**src/rtl/scan_monitor.sv**
```systemverilog
// rtl/scan_monitor.sv - LED scanner bar monitor tracking a one-hot bounce sequence
module scan_monitor #(
    parameter int WIDTH = 10,
    parameter int IDX_W = 4
) (
    input  logic             CLOCK_50,
    input  logic             reset,
    input  logic             step,
    input  logic [WIDTH-1:0] bar_in,
    output logic [IDX_W-1:0] position,
    output logic             direction,
    output logic             locked,
    output logic             error,
    output logic [7:0]       sweep_count,
    output logic [7:0]       error_count
);

    typedef enum logic [1:0] {ACQUIRE, DIRECT, TRACK} state_t;

    localparam logic [IDX_W-1:0] IDX_ZERO   = '0;
    localparam logic [IDX_W-1:0] IDX_ONE    = IDX_W'(1);
    localparam logic [IDX_W-1:0] IDX_LAST   = IDX_W'(WIDTH - 1);
    localparam logic [IDX_W-1:0] IDX_PENULT = IDX_W'(WIDTH - 2);

    state_t           state;
    logic             legal;
    logic [IDX_W-1:0] bar_idx;
    logic [IDX_W-1:0] pos_inc;
    logic [IDX_W-1:0] pos_dec;
    logic [IDX_W-1:0] expected;
    logic             is_up;
    logic             is_down;
    logic             move_up;
    logic [7:0]       err_next;

    always_comb begin
        legal   = (bar_in != '0) && ((bar_in & (bar_in - WIDTH'(1))) == '0);
        bar_idx = IDX_ZERO;
        for (int i = 0; i < WIDTH; i++) begin
            if (bar_in[i]) begin
                bar_idx = IDX_W'(i);
            end
        end
    end

    // Neighbour arithmetic is guarded at the bar ends so no index outside the bar is produced
    always_comb begin
        pos_inc  = position + IDX_ONE;
        pos_dec  = position - IDX_ONE;
        is_up    = (position != IDX_LAST) && (bar_idx == pos_inc);
        is_down  = (position != IDX_ZERO) && (bar_idx == pos_dec);
        move_up  = bar_idx > position;
        if (direction) begin
            expected = (position < IDX_LAST) ? pos_inc : IDX_PENULT;
        end else begin
            expected = (position > IDX_ZERO) ? pos_dec : IDX_ONE;
        end
        err_next = (error_count == 8'hFF) ? error_count : error_count + 8'd1;
    end

    always_ff @(posedge CLOCK_50) begin
        if (reset) begin
            state       <= ACQUIRE;
            position    <= IDX_ZERO;
            direction   <= 1'b1;
            locked      <= 1'b0;
            error       <= 1'b0;
            sweep_count <= 8'd0;
            error_count <= 8'd0;
        end else begin
            error <= 1'b0;
            if (step) begin
                case (state)
                    ACQUIRE: begin
                        if (legal) begin
                            position <= bar_idx;
                            state    <= DIRECT;
                        end else begin
                            error       <= 1'b1;
                            error_count <= err_next;
                        end
                    end
                    DIRECT: begin
                        if (!legal) begin
                            error       <= 1'b1;
                            error_count <= err_next;
                            state       <= ACQUIRE;
                        end else if (is_up || is_down) begin
                            direction <= is_up;
                            position  <= bar_idx;
                            locked    <= 1'b1;
                            state     <= TRACK;
                        end else begin
                            error       <= 1'b1;
                            error_count <= err_next;
                            position    <= bar_idx;
                        end
                    end
                    TRACK: begin
                        if (!legal) begin
                            error       <= 1'b1;
                            error_count <= err_next;
                            locked      <= 1'b0;
                            state       <= ACQUIRE;
                        end else if (bar_idx == expected) begin
                            position  <= bar_idx;
                            direction <= move_up;
                            if (move_up != direction) begin
                                sweep_count <= sweep_count + 8'd1;
                            end
                        end else begin
                            error       <= 1'b1;
                            error_count <= err_next;
                            locked      <= 1'b0;
                            position    <= bar_idx;
                            state       <= DIRECT;
                        end
                    end
                    default: begin
                        locked <= 1'b0;
                        state  <= ACQUIRE;
                    end
                endcase
            end
        end
    end

endmodule

```
**config.mk**
```make
export PLATFORM = sky130hd
export DESIGN_NAME = scan_monitor
export DESIGN_NICKNAME = d
export VERILOG_FILES = /design/src/rtl/scan_monitor.sv
export SDC_FILE = /design/constraint.sdc
export NUM_CORES = 1
export LEC_CHECK = 0
export CORE_AREA = 2 2 68 70
export CTS_BUF_LIST = sky130_fd_sc_hd__clkbuf_2
export DETAILED_ROUTE_END_ITERATION = 6
export DIE_AREA = 0 0 70 72
export PLACE_DENSITY = 0.76
export SYNTH_ARGS = -nofsm -noshare
export SYNTH_HDL_FRONTEND = slang
export SYNTH_SLANG_ARGS = --single-unit
```
**constraint.sdc**
```tcl
create_clock -name CLOCK_50 -period 2.7 [get_ports CLOCK_50]
set_input_delay 0.54 -clock CLOCK_50 [delete_from_list [all_inputs] [get_ports CLOCK_50]]
set_output_delay 0.54 -clock CLOCK_50 [all_outputs]
set_load 0.05 [all_outputs]
```
# [Yosys cells after proc, flatten, opt, wreduce, memory -nomap -nowiden]
# Index checks and enable logic that the tools add are counted.
[word_totals] word_cells=94 out_inout_bits=23 inputBits=13 register_bits=25
[op_classes] muxes=41 magnitude_cmp=3 addsub=5 reduce_logical=18 bitwise=3 n_eq_ne=17
[ops] cell="2-to-1 mux 8 bit" n=6
[ops] cell="2-to-1 mux 4 bit" n=11
[ops] cell="one-hot mux 8 bit (3 select lines)" n=1
[ops] cell="adder 8 x 1 -> 8 bit (second input constant)" n=2
[ops] cell="AND reduction 5 bit" n=3
[ops] cell="2-to-1 mux 1 bit" n=14
[ops] cell="== test 4 bit" n=3
[ops] cell="inequality test 2 bit (second input constant)" n=6
[ops] cell="bitwise AND 10 bit" n=1
[ops] cell="logical NOT 10 bit" n=1
[ops] cell="2-to-1 mux 2 bit" n=5
[ops] cell="nonzero test 10 bit" n=1
[ops] cell="subtractor 10 x 1 -> 10 bit (second input constant)" n=1
[ops] cell="inequality test 3 bit (second input constant)" n=3
[ops] cell="== test 8 bit (second input constant)" n=1
[ops] cell="one-hot mux 1 bit (3 select lines)" n=2
[ops] cell="one-hot mux 2 bit (3 select lines)" n=1
[ops] cell="AND reduction 6 bit" n=1
[ops] cell="adder 4 x 1 -> 4 bit (second input constant)" n=1
[ops] cell="> comparator 4 x 1 -> 1 bit (second input constant)" n=1
[ops] cell="> comparator 4 bit" n=1
[ops] cell="< comparator 4 bit (second input constant)" n=1
[ops] cell="inequality test 4 bit (second input constant)" n=1
[ops] cell="AND reduction 4 bit" n=1
[ops] cell="15 further kinds" n=18

# [Depth between registers and ports, before layout]
[logic_depth] ltp_word=15 mapped_depth=13 ltp_nobuf=13

# [Worst setup path after synthesis]
# No wires, ideal clock.
[synth_path] kind="register to register" from="register position[0]" to="register error_count[4]" arrival_ns=2.781 path_buffers=2 stages_incl_launch_ff=12 path_slack_ns=-0.201 period_less_slack_ns=2.901 setup_time_ns=0.121 cell_sequence="dfxtp_1 buf_6 inv_1 ha_1 clkbuf_1 nand2b_1 a21oi_1 or3_1 a31o_1 and4_4 o31ai_1 mux2_2"
[synth_via] elab_chain_len=6
[synth_lines] item="start, declared" line_no="10" text="output logic [IDX_W-1:0] position,"
[synth_lines] item="start signal, assigned" line_no="76" text="position <= bar_idx;"
[synth_lines] item="start signal, assigned" line_no="90" text="position <= bar_idx;"
[synth_lines] item="start signal, assigned" line_no="96" text="position <= bar_idx;"
[synth_lines] item="subtractor 4 x 1 -> 4 bit (tied with other cells)" line_no="49" text="pos_dec = position - IDX_ONE;"
[synth_lines] item="2-to-1 mux 4 bit (tied with other cells)" line_no="56" text="expected = (position > IDX_ZERO) ? pos_dec : IDX_ONE;"
[synth_lines] item="2-to-1 mux 4 bit (tied with other cells)" line_no="53" text="if (direction) begin"
[synth_lines] item="== test 4 bit or logical OR 1 bit (tied branches)" line_no="105, 88"
[synth_lines] item="inequality test 3 bit (no source line)"
[synth_lines] item="AND reduction 5 bit (no source line) *"
[synth_lines] item="end signal, assigned" line_no="80" text="error_count <= err_next;"
[synth_lines] item="end signal, assigned" line_no="102" text="error_count <= err_next;"
[synth_lines] item="end signal, assigned" line_no="113" text="error_count <= err_next;"
[synth_lines] item="end, declared" line_no="15" text="output logic [7:0] error_count"
# Mark *: on every way between the ends. The rest lies on a longest branch, timed or not.
# A chain may end at the register's enable or synchronous reset.

# [Worst setup path after layout]
[layout_path] from="input port bar_in[5]" to="register sweep_count[5]"
[layout_via] elab_chain_len=8
[layout_lines] item="start, declared" line_no="9" text="input logic [WIDTH-1:0] bar_in,"
[layout_lines] item="2-to-1 mux 4 bit * (5 in series)" line_no="40" text="if (bar_in[i]) begin"
[layout_lines] item="net bar_idx[2]" line_no="27" text="logic [IDX_W-1:0] bar_idx;"
[layout_lines] item="> comparator 4 bit" line_no="52" text="move_up = bar_idx > position;"
[layout_lines] item="inequality test 1 bit" line_no="108" text="if (move_up != direction) begin"
[layout_lines] item="AND reduction 5 bit (no source line) *"
[layout_lines] item="end signal, assigned" line_no="109" text="sweep_count <= sweep_count + 8'd1;"
[layout_lines] item="end, declared" line_no="14" text="output logic [7:0] sweep_count,"
# The timed path passes the listed nets; every way through them passes the cells marked *.

==> metrics.md <==
| Metric | Value |
|---|---|
| CP Class | `input port to flip-flop` |
| Yosys warnings | `0` |
| Total CTS buffers | `3` |
| Worst IR drop on VDD | `0.000229 V` |
| Largest stage delay, worst path | `0.40 ns` |
| Final HPWL DP | `3900 µm` |
| CP most frequent cell | `o21a_1` |
| Post-synthesis sequential area ratio | `24.7%` |
| Post-synth EDFFs | `0` |
| Commonest cells post-synth | `dfxtp_1 (25), nor2_1 (24), nand2_1 (17)` |
| Multi-input gate area | `1500 µm²` |
| R2R depth | `9` |
| Nets@finish | `357` |
| Met3 Track Usage GR | `3.47%` |
| CTS H-tree lvls | `1` |
| Simple-gate share of the synthesized area | `28.6%` |
| Post-route ant nets | `0` |
| Gpl congestion | `0.887` |
| GR peak layer | `met2` |
| Adder-Cell Fraction of Synth Area | `6.05%` |
| Count of cell types in the netlist | `57` |
| Die Span X | `70 µm` |
| Top-count cell post-synth | `dfxtp_1` |
| FFs w/ async S/R, synth | `0%` |
| Initial antenna violation count | `0` |
| Hold endpoint | `error_count[1]` |
| Fmax | `378 MHz` |
| Clock buffer depth | `2` |
| Tmin final | `2.64 ns` |
| Delay-heaviest family, CP | `simple AND/OR/NAND/NOR gates` |
| Largest net degree at the start of global routing | `30` |
| Seq. cell area | `505 µm²` |
| Drt drc | `0` |
| CP Capture Type | `flip-flop` |
| Met2 Use GR | `34.5%` |
| Number of failing hold endpoints at the final stage | `0` |
| Worst-margin pin slew | `0.499 ns` |
| Status | `finished clean` |
| Data required, critical path | `3.02 ns` |
| Critical path arrival | `2.96 ns` |
| CTS clock-pin slew for the worst setup and hold paths | `0.23 ns` |
| Power Density | `248 nW/µm²` |
| Clock Skew | `0.00953 ns` |
| N_diodes | `0` |
| RR Startpoint | `position[1]` |
| Synthesized area | `2030 µm²` |
| Io pins | `36` |
| CTS sink cnt | `25` |
| Ys flop type | `dfxtp_1` |
| Worst skew pair latency | `0.35 ns` |
| Via Count | `2,169` |
| Die area | `5040 µm²` |
| Met1 Use GR | `26.3%` |
| Startpoint Class | `input port` |
| Critical-path cell list | `clkdlybuf4s15_1, buf_6, nor4_4, nor2_2, ha_1, o21a_1, o21a_1, o21ai_2, xnor2_2, nand4_4, or3_4, a21oi_2` |
| Yosys top cell by area | `dfxtp_1` |
| Worst Hold Class | `flip-flop to flip-flop` |
| Flop2flop setup slack | `0.14 ns` |
| Max-slew headroom | `66.6%` |
| CP Max Fanout | `8` |
| Drt total wl | `5170 µm` |
| Total GRT Usage | `20.0%` |
| Fillcell total | `381` |
| Main combinational cell family by area after synthesis | `simple AND/OR/NAND/NOR gates` |
| Ranking of synthesized cells by area | `dfxtp_1 (25%), ha_1 (5.6%), nor2_1 (4.4%), mux2i_1 (4.0%), a21oi_1 (3.2%)` |
| Complex-gate fraction of the synthesized area | `23.8%` |
| Reg2Reg Capture Point | `error_count[4]` |
| Pleak | `1.11 nW` |
| Initial Util | `47.5%` |
| Std cell rows | `24` |
| Global-route wire length before repair | `8520 µm` |
| Core Box Area | `4260 µm²` |
| Total Negative Setup Slacks | `0 ns` |
| Gr ovfl total | `0` |
| Via density | `5.62` |
| CP max stage cell | `or3_4` |
| Avg Inst Size Synth | `7.80 µm²` |
| # port buffers | `35` |
| CTS root buf | `clkbuf_2` |
| Period Utilization, post-route | `97.9%` |
| Synth Instances | `260` |
| Layout cells sized above 1 | `26.6%` |
| Buffers plus inverters on the worst setup path | `2` |
| Endpoints failing setup | `0` |
| Mux share of post-synthesis cell area | `7.84%` |
| Vias in the first global route | `1,977` |
| Synth Register Bits | `25` |
| Hold Crit Depth | `2` |
| Die Y | `72 µm` |
| DRT Pass-1 Iters | `4` |
| Syn_nets | `282` |
| Layout area overhead | `39.9%` |
| XOR/XNOR Fraction of Synth Area | `3.46%` |
| Dpl cell area | `2700 µm²` |
| CTS tree | `done` |
| WL/cell | `13.4 µm` |
| Final max-slew violation count | `0` |
| Top cell type's share of synthesized area | `24.7%` |
| Critical hold path startpoint | `error_count[1]` |
| Final Cell Area | `2840 µm²` |
| MaxCap Viol Count | `0` |
| First DRT Iteration DRCs | `138` |
==> registers in the layout (all words and copies together) (netlist names) <==
| name | cells |
|---|---|
| sweep_count | 8 |
| locked | 1 |
| position | 4 |
| error_count | 8 |
| state | 2 |
| error | 1 |
| direction | 1 |
==> through the flow <==
stage / hold WS, ns / total power (W) / setup slack, ns / util [%] / cells
finish: 0.525 / 0.000703 / 0.0557 / 66.5 / 386
global route: 0.542 / 0.000742 / -0.0294 / 66.5 / 386
CTS: 0.530 / 0.000693 / 0.00968 / 64.4 / 384
detailed placement: 0.476 / 0.000542 / -0.695 / 63.4 / 376
global placement: 0.466 / 0.000539 / -0.634 / 63.4 / 376
floorplan: 0.507 / 0.000464 / -0.0476 / - / 260
==> placed cells by master, fill, tap and decap left out, drive strengths merged, types with 2 or more instances in the layout <==
| master | synthesis | routed |
|---|---|---|
| o21a | 5 | 5 |
| a211oi | 3 | 3 |
| and3 | 7 | 7 |
| o211ai | 3 | 3 |
| nor4 | 4 | 4 |
| nor2b | 10 | 10 |
| buf | 4 | 47 |
| and2 | 3 | 3 |
| xor2 | 3 | 3 |
| o21ai | 13 | 13 |
| dlygate4sd2 | 0 | 3 |
| nand4 | 6 | 6 |
| or3 | 6 | 6 |
| a31o | 3 | 3 |
| or2 | 4 | 4 |
| nor2 | 26 | 26 |
| nor3 | 4 | 4 |
| a21oi | 13 | 13 |
| inv | 17 | 17 |
| o31a | 3 | 3 |
| clkdlybuf4s50 | 0 | 26 |
| nand3 | 11 | 11 |
| mux2 | 7 | 7 |
| clkdlybuf4s15 | 0 | 3 |
| xnor2 | 5 | 5 |
| dfxtp | 25 | 25 |
| o22a | 2 | 2 |
| nand2 | 17 | 17 |
| mux2i | 8 | 8 |
| o22ai | 6 | 6 |
| o32ai | 2 | 2 |
| clkbuf | 6 | 5 |
| o31ai | 3 | 3 |
| ha | 9 | 9 |
| nand2b | 5 | 5 |
| a31oi | 5 | 5 |
==> worst register-to-register path, cell delays in order (launching register included) <==
cell	delay, ns
dfxtp_2	0.38
buf_4	0.15
ha_1	0.28
xor2_1	0.22
mux2i_1	0.21
o31a_1	0.20
o32ai_2	0.10
o21ba_2	0.25
o31ai_1	0.32
mux2_2	0.37
==> worst max-delay path by stage <==
stage | from | endpoint | slack (ns) | depth (start not counted)
after floorplan | bar_in[4] | sweep_count[6] | -0.05 | 11
after global placement | bar_in[4] | sweep_count[6] | -0.63 | 12
after detailed placement | bar_in[4] | sweep_count[6] | -0.69 | 12
after CTS | bar_in[3] | sweep_count[3] | 0.01 | 13
after global routing | bar_in[5] | sweep_count[4] | -0.03 | 12
final | bar_in[5] | sweep_count[5] | 0.06 | 12
==> where the power goes <==
group / internal, W / leakage, nW / switching (W) / total [W]
sequential: 0.000374 / 0.204 / 0.00000400 / 0.000378
combinational: 0.0000846 / 0.888 / 0.0000878 / 0.000172
clock: 0.0000391 / 0.0166 / 0.000113 / 0.000152
==> layer usage <==
layer	wire length, µm	vias to the layer above
met5	0	-
met4	76	0
met3	199	8
met2	2530	55
met1	2360	1018
li1	-	1088
==> area by class of cell <==
type	instances	share of cell area [%]
Multi-Input combinational cell	208	52.9
Timing Repair Buffer	80	24.0
Inverter	17	2.25
Sequential cell	25	17.8
Clock buffer	4	0.706
Tap cell	52	2.29
==> kinds of logic (layout without fill, tap and decap cells) <==
logic type                 Yosys count  count (layout)
DFF                                 25              25
buffers and inverters               27             101
muxes                               15              15
and+or+nand+nor                    106             106
xor gates and xnor gates             8               8
AOI/OAI and AO/OA                   69              69
adders and majority gates           10              10
==> what timing repair did <==
| item | 4_1_cts | 5_1_grt |
|---|---|---|
| cloned | 0 | 0 |
| gates resized for setup | 20 | 18 |
| hold buffers | 0 | 0 |
| pin swaps | 17 | 18 |
| setup endpoints to repair | 18 | 16 |
| buffers inserted | 4 | 2 |
Power figures use the tool's default switching activity.
